`config.mk`:
```
export PLATFORM = sky130hd
export DESIGN_NAME = axi_write_stager
export DESIGN_NICKNAME = d
export VERILOG_FILES = /design/src/rtl/axi_write_stager_pkg.sv /design/src/rtl/axi_write_stager_stage_fifo.sv /design/src/rtl/axi_write_stager.sv
export SDC_FILE = /design/constraint.sdc
export NUM_CORES = 2
export LEC_CHECK = 0
export CAP_MARGIN = 10
export CELL_PAD_IN_SITES_DETAIL_PLACEMENT = 0
export CELL_PAD_IN_SITES_GLOBAL_PLACEMENT = 1
export CORE_ASPECT_RATIO = 0.6
export CORE_MARGIN = 2
export CORE_UTILIZATION = 54
export CTS_CLUSTER_SIZE = 28
export DETAILED_ROUTE_END_ITERATION = 6
export GPL_ROUTABILITY_DRIVEN = 0
export PLACE_DENSITY_LB_ADDON = 0.25
export SETUP_SLACK_MARGIN = 0.2
export SYNTH_ARGS = -nofsm -noshare
export SYNTH_HDL_FRONTEND = slang
export SYNTH_SLANG_ARGS = --single-unit
```
`constraint.sdc`:
```
create_clock -name clk -period 24.9 [get_ports clk]
set_input_delay 7.47 -clock clk [delete_from_list [all_inputs] [get_ports clk]]
set_output_delay 7.47 -clock clk [all_outputs]
set_load 0.01 [all_outputs]
```
`src/rtl/axi_write_stager_pkg.sv`:
```
// Shared types and constants for the AXI write stager.
package axi_write_stager_pkg;

  typedef enum logic [2:0] {
    S_IDLE      = 3'd0,
    S_FILL      = 3'd1,
    S_REQ       = 3'd2,
    S_DATA      = 3'd3,
    S_WAIT_DONE = 3'd4,
    S_FINISH    = 3'd5
  } state_e;

  localparam int unsigned BYTES_PER_WORD = 4;
  localparam int unsigned DEF_BURST_LEN  = 16;

endpackage

```
`src/rtl/axi_write_stager_stage_fifo.sv`:
```
// Synchronous staging FIFO with a registered head word.
// Simultaneous push and pop is accepted even when full.
module axi_write_stager_stage_fifo #(
  parameter int unsigned DATA_W = 32,
  parameter int unsigned DEPTH  = 32
) (
  input  logic                     clk,
  input  logic                     rst,
  input  logic                     push,
  input  logic                     pop,
  input  logic [DATA_W-1:0]        din,
  output logic [DATA_W-1:0]        dout,
  output logic                     full,
  output logic                     empty,
  output logic [$clog2(DEPTH):0]   count
);

  localparam int unsigned AW = $clog2(DEPTH);
  localparam int unsigned CW = AW + 1;

  logic [DATA_W-1:0] mem_q [DEPTH];
  logic [AW-1:0]     wr_ptr_q, wr_ptr_d;
  logic [AW-1:0]     rd_ptr_q, rd_ptr_d;
  logic [CW-1:0]     count_q, count_d;
  logic [DATA_W-1:0] head_q, head_d;
  logic              do_push, do_pop;

  assign do_pop  = pop && (count_q != '0);
  assign do_push = push && ((count_q != CW'(DEPTH)) || do_pop);

  // Head follows the new read pointer; a push into an emptying FIFO bypasses to the head.
  always_comb begin
    wr_ptr_d = wr_ptr_q;
    rd_ptr_d = rd_ptr_q;
    count_d  = count_q;
    head_d   = head_q;
    if (do_push) wr_ptr_d = wr_ptr_q + AW'(1);
    if (do_pop)  rd_ptr_d = rd_ptr_q + AW'(1);
    case ({do_push, do_pop})
      2'b10:   count_d = count_q + CW'(1);
      2'b01:   count_d = count_q - CW'(1);
      default: count_d = count_q;
    endcase
    if (do_push && ((count_q == '0) || (do_pop && (count_q == CW'(1))))) begin
      head_d = din;
    end else if (do_pop && (count_q > CW'(1))) begin
      head_d = mem_q[rd_ptr_d];
    end
  end

  always_ff @(posedge clk) begin
    if (do_push) mem_q[wr_ptr_q] <= din;
  end

  always_ff @(posedge clk or posedge rst) begin
    if (rst) begin
      wr_ptr_q <= '0;
      rd_ptr_q <= '0;
      count_q  <= '0;
      head_q   <= '0;
    end else begin
      wr_ptr_q <= wr_ptr_d;
      rd_ptr_q <= rd_ptr_d;
      count_q  <= count_d;
      head_q   <= head_d;
    end
  end

  assign dout  = head_q;
  assign full  = (count_q == CW'(DEPTH));
  assign empty = (count_q == '0);
  assign count = count_q;

endmodule

```
`src/rtl/axi_write_stager.sv`:
```
// Buffers a result stream and hands it to the AXI write stage as
// address-advancing bursts of up to BURST_LEN beats.
module axi_write_stager
  import axi_write_stager_pkg::*;
#(
  parameter int unsigned DATA_W     = 32,
  parameter int unsigned ADDR_W     = 32,
  parameter int unsigned BURST_LEN  = DEF_BURST_LEN,
  parameter int unsigned FIFO_DEPTH = 32,
  parameter int unsigned CNT_W      = 32
) (
  input  logic              clk,
  input  logic              rst,
  input  logic              cfg_start,
  input  logic [ADDR_W-1:0] cfg_base_addr,
  input  logic [CNT_W-1:0]  cfg_total_words,
  input  logic [DATA_W-1:0] s_data,
  input  logic              s_valid,
  output logic              s_ready,
  output logic [ADDR_W-1:0] write_addr_out,
  output logic [DATA_W-1:0] write_data_out,
  output logic [31:0]       write_data_len_out,
  output logic              write_en_out,
  input  logic              write_beat_in,
  input  logic              write_done_in,
  output logic              busy,
  output logic              done,
  output logic              err_align
);

  localparam int unsigned LEN_W = $clog2(BURST_LEN) + 1;
  localparam int unsigned FCW   = $clog2(FIFO_DEPTH) + 1;

  state_e            state_q, state_d;
  logic [ADDR_W-1:0] addr_q, addr_d;
  logic [CNT_W-1:0]  total_q, total_d;
  logic [CNT_W-1:0]  remaining_q, remaining_d;
  logic [CNT_W-1:0]  accepted_q, accepted_d;
  logic [LEN_W-1:0]  burst_len_q, burst_len_d;
  logic [LEN_W-1:0]  beats_left_q, beats_left_d;
  logic [ADDR_W-1:0] write_addr_q, write_addr_d;
  logic [LEN_W-1:0]  write_len_q, write_len_d;
  logic              write_en_q, write_en_d;
  logic              busy_q, busy_d;
  logic              done_q, done_d;
  logic              err_align_q, err_align_d;

  logic              push, pop;
  logic              fifo_full, fifo_empty;
  logic [FCW-1:0]    fifo_count;
  logic [LEN_W-1:0]  burst_len_c;
  logic              fill_ready, last_beat, burst_final, burst_done;
  logic              start_ok, aligned;

  axi_write_stager_stage_fifo #(
    .DATA_W (DATA_W),
    .DEPTH  (FIFO_DEPTH)
  ) u_stage_fifo (
    .clk   (clk),
    .rst   (rst),
    .push  (push),
    .pop   (pop),
    .din   (s_data),
    .dout  (write_data_out),
    .full  (fifo_full),
    .empty (fifo_empty),
    .count (fifo_count)
  );

  assign s_ready     = busy_q && !fifo_full && (accepted_q < total_q);
  assign push        = s_valid && s_ready;
  assign pop         = (state_q == S_DATA) && write_beat_in && !fifo_empty;
  assign burst_len_c = (remaining_q < CNT_W'(BURST_LEN)) ? LEN_W'(remaining_q) : LEN_W'(BURST_LEN);
  assign fill_ready  = 32'(fifo_count) >= 32'(burst_len_c);
  assign last_beat   = pop && (beats_left_q == LEN_W'(1));
  assign burst_final = (remaining_q == CNT_W'(burst_len_q));
  // A done coincident with the last beat closes the burst in the same cycle.
  assign burst_done  = ((state_q == S_DATA) && last_beat && write_done_in) ||
                       ((state_q == S_WAIT_DONE) && write_done_in);
  assign start_ok    = (state_q == S_IDLE) && cfg_start;
  assign aligned     = (cfg_base_addr[1:0] == 2'b00);

  always_ff @(posedge clk or posedge rst) begin
    if (rst) state_q <= S_IDLE;
    else     state_q <= state_d;
  end

  always_comb begin
    state_d = state_q;
    case (state_q)
      S_IDLE:      if (start_ok && aligned && (cfg_total_words != '0)) state_d = S_FILL;
      S_FILL:      if (fill_ready) state_d = S_REQ;
      S_REQ:       state_d = S_DATA;
      S_DATA:      if (last_beat) begin
                     if (write_done_in) state_d = burst_final ? S_FINISH : S_FILL;
                     else               state_d = S_WAIT_DONE;
                   end
      S_WAIT_DONE: if (write_done_in) state_d = burst_final ? S_FINISH : S_FILL;
      S_FINISH:    state_d = S_IDLE;
      default:     state_d = S_IDLE;
    endcase
  end

  always_comb begin
    addr_d       = addr_q;
    total_d      = total_q;
    remaining_d  = remaining_q;
    accepted_d   = accepted_q;
    burst_len_d  = burst_len_q;
    beats_left_d = beats_left_q;
    write_addr_d = write_addr_q;
    write_len_d  = write_len_q;
    err_align_d  = err_align_q;
    write_en_d   = (state_q == S_REQ);
    done_d       = (state_d == S_FINISH);
    busy_d       = (state_d == S_FILL) || (state_d == S_REQ) ||
                   (state_d == S_DATA) || (state_d == S_WAIT_DONE);

    if (start_ok) begin
      err_align_d = !aligned;
      if (aligned) begin
        addr_d      = cfg_base_addr;
        total_d     = cfg_total_words;
        remaining_d = cfg_total_words;
        accepted_d  = '0;
        if (cfg_total_words == '0) done_d = 1'b1;
      end
    end

    if (state_q == S_FILL) burst_len_d = burst_len_c;

    if (state_q == S_REQ) begin
      write_addr_d = addr_q;
      write_len_d  = burst_len_q;
      beats_left_d = burst_len_q;
    end

    if (pop) beats_left_d = beats_left_q - LEN_W'(1);

    if (burst_done) begin
      addr_d      = addr_q + ADDR_W'(burst_len_q) * ADDR_W'(BYTES_PER_WORD);
      remaining_d = remaining_q - CNT_W'(burst_len_q);
    end

    if (push) accepted_d = accepted_q + CNT_W'(1);
  end

  always_ff @(posedge clk or posedge rst) begin
    if (rst) begin
      addr_q       <= '0;
      total_q      <= '0;
      remaining_q  <= '0;
      accepted_q   <= '0;
      burst_len_q  <= '0;
      beats_left_q <= '0;
      write_addr_q <= '0;
      write_len_q  <= '0;
      write_en_q   <= 1'b0;
      busy_q       <= 1'b0;
      done_q       <= 1'b0;
      err_align_q  <= 1'b0;
    end else begin
      addr_q       <= addr_d;
      total_q      <= total_d;
      remaining_q  <= remaining_d;
      accepted_q   <= accepted_d;
      burst_len_q  <= burst_len_d;
      beats_left_q <= beats_left_d;
      write_addr_q <= write_addr_d;
      write_len_q  <= write_len_d;
      write_en_q   <= write_en_d;
      busy_q       <= busy_d;
      done_q       <= done_d;
      err_align_q  <= err_align_d;
    end
  end

  assign write_addr_out     = write_addr_q;
  assign write_data_len_out = 32'(write_len_q);
  assign write_en_out       = write_en_q;
  assign busy               = busy_q;
  assign done               = done_q;
  assign err_align          = err_align_q;

endmodule

```
## Yosys cells after proc, flatten, opt, wreduce, memory -nomap -nowiden

Memory sizes are Yosys's and may differ from the RTL's.
Index checks and enable logic that the tools add are counted.

| operators by class | value |
|---|---|
| add/sub/neg operators | 8 |
| magnitude comparators | 4 |
| eq/ne operators | 16 |
| muxes and demuxes | 28 |
| reductions and logical operators | 42 |

Operators with widths:

| kind | count |
|---|---|
| $mux W32 | 11 |
| $add A32 B1 Y32 const B | 1 |
| $add A32 B7 Y32 | 1 |
| $eq A32 B5 Y1 | 1 |
| $logic_not A32 Y1 | 1 |
| $lt A32 B32 Y1 | 1 |
| $lt A32 B5 Y1 const B | 1 |
| $reduce_bool A32 Y1 | 1 |
| $sub A32 B5 Y32 | 1 |
| $mux W5 | 4 |
| $mux W3 | 6 |
| $logic_and A1 B1 Y1 | 17 |
| $pmux W3 S5 | 1 |
| $reduce_bool A2 Y1 | 7 |
| $eq A3 B2 Y1 const B | 4 |
| $pmux W6 S2 | 1 |
| $add A5 B1 Y5 const B | 2 |
| $eq A3 B3 Y1 const B | 3 |
| $add A6 B1 Y6 const B | 1 |
| $eq A3 B1 Y1 const B | 2 |
| $eq A6 B1 Y1 const B | 1 |
| $eq A6 B6 Y1 const B | 1 |
| $ge A6 B5 Y1 | 1 |
| $gt A6 B1 Y1 const B | 1 |
| 14 further kinds | 27 |

| word-level totals | value |
|---|---|
| register bits after elaboration | 230 |
| bits in writable memories | 1024 |
| input bits | 102 |
| output and inout bits | 101 |
| word-level logic and storage cells | 116 |
| memories | 1 |

Memory list:

| memory | words | bits a word | rd ports | clocked after Yosys merged registers in | wr ports | RTL line | RTL |
|---|---|---|---|---|---|---|---|
| u_stage_fifo.mem_q | 32 | 32 | 1 | 0 | 1 | axi_write_stager_stage_fifo.sv:21 | `logic [DATA_W-1:0] mem_q [DEPTH];` |

## Longest topological paths before layout

| depth | value |
|---|---|
| word-level depth | 10 |
| mapped depth | 17 |

## Modules after synthesis

Synthesis repeated with hierarchy kept, for this count alone.

| unflattened totals | value |
|---|---|
| cells, all modules | 4588 |
| area, all modules | 57271.2 sq um |

By module, submodules not included:

| module | instances | cells each | area each (sq um) |
|---|---|---|---|
| axi_write_stager_stage_fifo | 1 | 3437 | 47107.7 |
| axi_write_stager | 1 | 1151 | 10163.5 |

## Least setup slack after synthesis

Ideal clock, no wire load.

| path | value |
|---|---|
| path type | input to register |
| start | input port s_valid |
| end | memory u_stage_fifo.mem_q[14][0] (enable) |
| setup time | 461 ps |
| arrival | 10502 ps |
| data required time | 24439 ps |
| setup slack | 13937 ps |
| cell stages on the path | 5 |
| cell sequence | and3_1 clkbuf_1 clkbuf_1 nand2_1 nor3_1 |

| on the way | value |
|---|---|
| longest elaborated chain between the ends | 4 |

Ends and longest elaborated chain:

| what | RTL line | RTL |
|---|---|---|
| from (decl) | axi_write_stager.sv:18 | `input logic s_valid,` |
| $logic_and A1 B1 Y1 | axi_write_stager.sv:71 | `assign push = s_valid && s_ready;` |
| $logic_and A1 B1 Y1 | axi_write_stager_stage_fifo.sv:29 | `assign do_push = push && ((count_q != CW'(DEPTH)) \|\| do_pop);` |
| $mux W1 | axi_write_stager_stage_fifo.sv:52 | `if (do_push) mem_q[wr_ptr_q] <= din;` |
| $mux W1 (implied by the code) | axi_write_stager_stage_fifo.sv:52 |  |
| to (decl) | axi_write_stager_stage_fifo.sv:21 |  |

No other way between the ends.

## Worst setup path after layout

| path | value |
|---|---|
| start | input port write_beat_in |
| end | register u_stage_fifo.head_q[9], in the netlist u_stage_fifo.dout[9] |

| on the way | value |
|---|---|
| longest elaborated chain between the ends | 7 |
| elaborated cells between the ends (all ways) | 14 |

Ends and longest elaborated chain:

| what | RTL line | RTL |
|---|---|---|
| from (decl) | axi_write_stager.sv:24 | `input logic write_beat_in,` |
| $logic_and A1 B1 Y1 (*) (2 in series) | axi_write_stager.sv:72 | `assign pop = (state_q == S_DATA) && write_beat_in && !fifo_empty;` |
| $logic_and A1 B1 Y1 (*) | axi_write_stager_stage_fifo.sv:28 | `assign do_pop = pop && (count_q != '0);` |
| $mux W5, or another cell as far along | axi_write_stager_stage_fifo.sv:38 | `if (do_pop) rd_ptr_d = rd_ptr_q + AW'(1);` |
| $mem_v2 Z32 W32, or another cell as far along | -- |  |
| $mux W32 or $logic_and A1 B1 Y1 (tied branches) | axi_write_stager_stage_fifo.sv:46, axi_write_stager_stage_fifo.sv:44 |  |
| $mux W32 or $reduce_bool A2 Y1 (tied branches) | -- |  |
| to (signal assigned) | axi_write_stager_stage_fifo.sv:60 | `head_q <= '0;` |
| to (signal assigned) | axi_write_stager_stage_fifo.sv:65 | `head_q <= head_d;` |
| to (decl) | axi_write_stager_stage_fifo.sv:25 | `logic [DATA_W-1:0] head_q, head_d;` |

Mark *: on every way between the ends. The rest lies on a longest branch, timed or not. The select of a mux whose other input is x is not followed.
A chain may end at the register's enable or synchronous reset.

==> out/qor.yml <==
status:
  status: "finished, final reports clean"
synth:
  yosysMostFrequentCell: "edfxtp_1"
  seq_area_frac_synth_pct: 68.6
  synth_cell_type_count: 91
  yosysTopAreaCell: "edfxtp_1"
  synth-main-ff-cell: "edfxtp_1"
  synth_warnings: 0
  netlist_area_um2: 53200
  synth.area.top_cells: "edfxtp_1, dfrtp_1, nand2_1, mux2i_1, nand3_1"
  synth-edff-count: 1024
  syn_inst: 3973
  synth.top_cell.area_share_pct: 57.8
  postSynthAreaPerCell_um2: 13.4
  ys_async_sr_fraction_pct: 18.3
  ys_seq_elements: 1254
  synthTopCellsByCount: "edfxtp_1, nand2_1, dfrtp_1"
clock_tree:
  path_clk_slew_ns: 0.07
  cts_resized: 0
  cts_sinks: 1254
  clk_latency_ns: 0.73
  cts_setup_buffers: 0
  numCtsBuffers: 112
  htree_levels: 3
  tritoncts: "done"
  cts-root-buf: "clkbuf_16"
  ctsHoldBuffers: 0
  clock_path_buffers: 3
floorplanning:
  die_w_um: 409
  fp-row-count: 89
  die_h_um: 247
  core_um2: 98000
  die_area_um2: 101000
  pin_count: 203
  start_util_pct: 54.3
timing:
  fin_skew_ns: 0.0427
  maxSlewHeadroom_pct: 19.1
  period_needed_ns: 12.58
  rsz0062_at_grt: "false"
  fin_crit_sh_pct: 50.5
  drv_slew: 0
  worst_slack_ns: 12.32
  hold_violations: 0
  fmax_mhz: 79.5
  setup_viol: 0
  tightestPinTransition_ns: 1.21
  setup_tns_ns: 0
route:
  viasPerCell: 6.44
  vias: 35589
  drc: 0
  ant_nets: 0
  wl_um: 153000
  drt_iter0_drc: 5146
  wl_per_cell_um: 27.7
  first_pass_iters: 5
pwr:
  power_density_nw_per_um2: 118
  ir_drop_v: 0.000167
  power.leakage_nw: 21.1
  finalPower_mw: 7.10
placement:
  hpwl_um: 88400
  io_buffers: 175
  pre_cts_ws_ns: 11.65
global_routing:
  grt.overflow.total: 0
  grt.total_usage_pct: 30.0
  grt_first_pass_wirelength_um: 223000
  antenna_found_initial: 7
  grt_pass1_vias: 32853
  grt_max_degree: 148
worst_setup_path:
  crit_arrival_ns: 13.20
  worst_setup_path_end_kind: "register"
  cp_top_family: "buffers and inverters"
  cp-start-kind: "primary input"
  cpMostUsedCell: "buf_4"
  path_depth: 13
  slowest_delay_ns: 0.93
  worst_path_max_delay_cell: "buf_4"
  worstPathMaxFanout: 147
  worst-path-buf-inv: 5
  rr_worst_depth: 15
  path_cells: "clkdlybuf4s50_1 > nand4b_1 > a211oi_1 > a21oi_4 > buf_12 > inv_8 > buf_4 > buf_4 > mux2i_1 > a32oi_1 > a31oi_1 > nand4_1 > o221a_2"
  path_class: "in -> reg"
  required_ns: 25.51
final_layout:
  area_growth_pct: 13.1
  num-nets-final: 4265
  drive_above_1_share_pct: 10.0
min_path:
  min_path_type: "reg -> reg"
  whs_path_depth: 2
flow_run:
  drv_cap: 0
## worst paths after layout
check | start | end | slack, ns
setup / recovery | write_beat_in | u_stage_fifo.dout[9]$_DFFE_PP0P_ | 12.32
max in group asynchronous | rst | u_stage_fifo.dout[6]$_DFFE_PP0P_ | 16.18
setup reg to reg | u_stage_fifo.rd_ptr_q[1]$_DFF_PP0_ | u_stage_fifo.dout[9]$_DFFE_PP0P_ | 18.47
hold reg to reg | addr_q[1]$_DFFE_PP0P_ | write_addr_out[1]$_DFFE_PP0P_ | 0.46
hold / removal | addr_q[1]$_DFFE_PP0P_ | write_addr_out[1]$_DFFE_PP0P_ | 0.46
min in group asynchronous | rst | write_addr_out[31]$_DFFE_PP0P_ | 7.32
## tightest hold or removal path, stage by stage, from the launching register on
cell     delay [ns]
dfrtp_1        0.34
nand2_1        0.05
nand2_1        0.05
## kinds of logic after synthesis
logic type / Yosys count / share of synthesized area (%)
compound gates: 718 / 10.6
xor+xnor: 16 / 0.278
fa+ha+maj: 61 / 1.46
buf+inv: 349 / 3.01
flops: 1254 / 68.6
mux: 256 / 4.92
other cells: 1 / 0.00705
simple gates: 1318 / 11.1
## layout make-up
type                    instances  area (um2)
multi-input cells            2396       15500
fillers                      7434       37800
inverters                      72         285
well taps                    1319        1650
flip-flops and latches       1254       36500
diodes                          4        10.0
repair buffers                266        2460
clock inverters                74         716
clock buffers                 137        3000
## layer usage
metal	global-route usage [%]	up-vias	part of all wire, %
li1	-	15502	-
met1	48.1	17753	45
met2	39.4	2106	40
met3	9.35	226	13
met4	6.24	2	1.9
met5	0	-	0.0085
## cell usage in the layout, fill, tap and decap left out, types with 19 or more instances in the layout
cell,netlist,routed
a21oi_1,44,44
nand2_1,713,713
or2_2,19,19
clkinv_1,1,23
o211ai_1,29,29
o221ai_1,40,40
o311ai_0,58,58
edfxtp_1,1024,1024
buf_4,38,89
and3_1,20,19
nor3_1,40,35
inv_1,67,66
clkdlybuf4s50_1,0,175
o221a_2,20,20
a31oi_1,42,41
clkinv_2,0,29
o21ai_0,122,122
nor2_4,0,30
nand4_1,75,75
mux2_2,32,30
mux2i_1,223,222
clkbuf_1,159,19
conb_1,1,27
clkbuf_16,0,116
ha_1,59,59
a32oi_1,111,111
nor2_1,136,104
o2111a_1,25,25
nand3_1,213,213
a21o_1,21,21
a22o_1,19,19
dfrtp_1,230,228
## per-stage QoR
stage          utilization, %  std cells  hold WS [ns]  area, um2
6_report                 61.4       5522         0.460      60200
5_1_grt                  61.4       5521         0.490      60200
4_1_cts                  61.4       5518         0.459      60200
3_5_place_dp             57.6       5307         0.441      56400
3_3_place_gp             57.6       5307         0.448      56400
2_1_floorplan               -       3999         0.430      53300
## sequential cells by signal, indices dropped and copies added, names as in the netlist, 3 cells and up
name                   count
u_stage_fifo.count         6
u_stage_fifo.mem_q      1024
burst_len_q                5
u_stage_fifo.rd_ptr_q      5
write_len_q                5
total_q                   32
beats_left_q               5
remaining_q               32
accepted_q                32
state_q                    3
write_addr_out            32
u_stage_fifo.dout         32
u_stage_fifo.wr_ptr_q      5
addr_q                    32
## power breakdown
| group | internal, mW | switching, mW | leakage (nW) |
|---|---|---|---|
| combinational | 0.894 | 1.79 | 7.20 |
| sequential | 2.49 | 0.164 | 12.1 |
| clock | 0.983 | 0.787 | 1.82 |
Power figures use the tool's default switching activity.
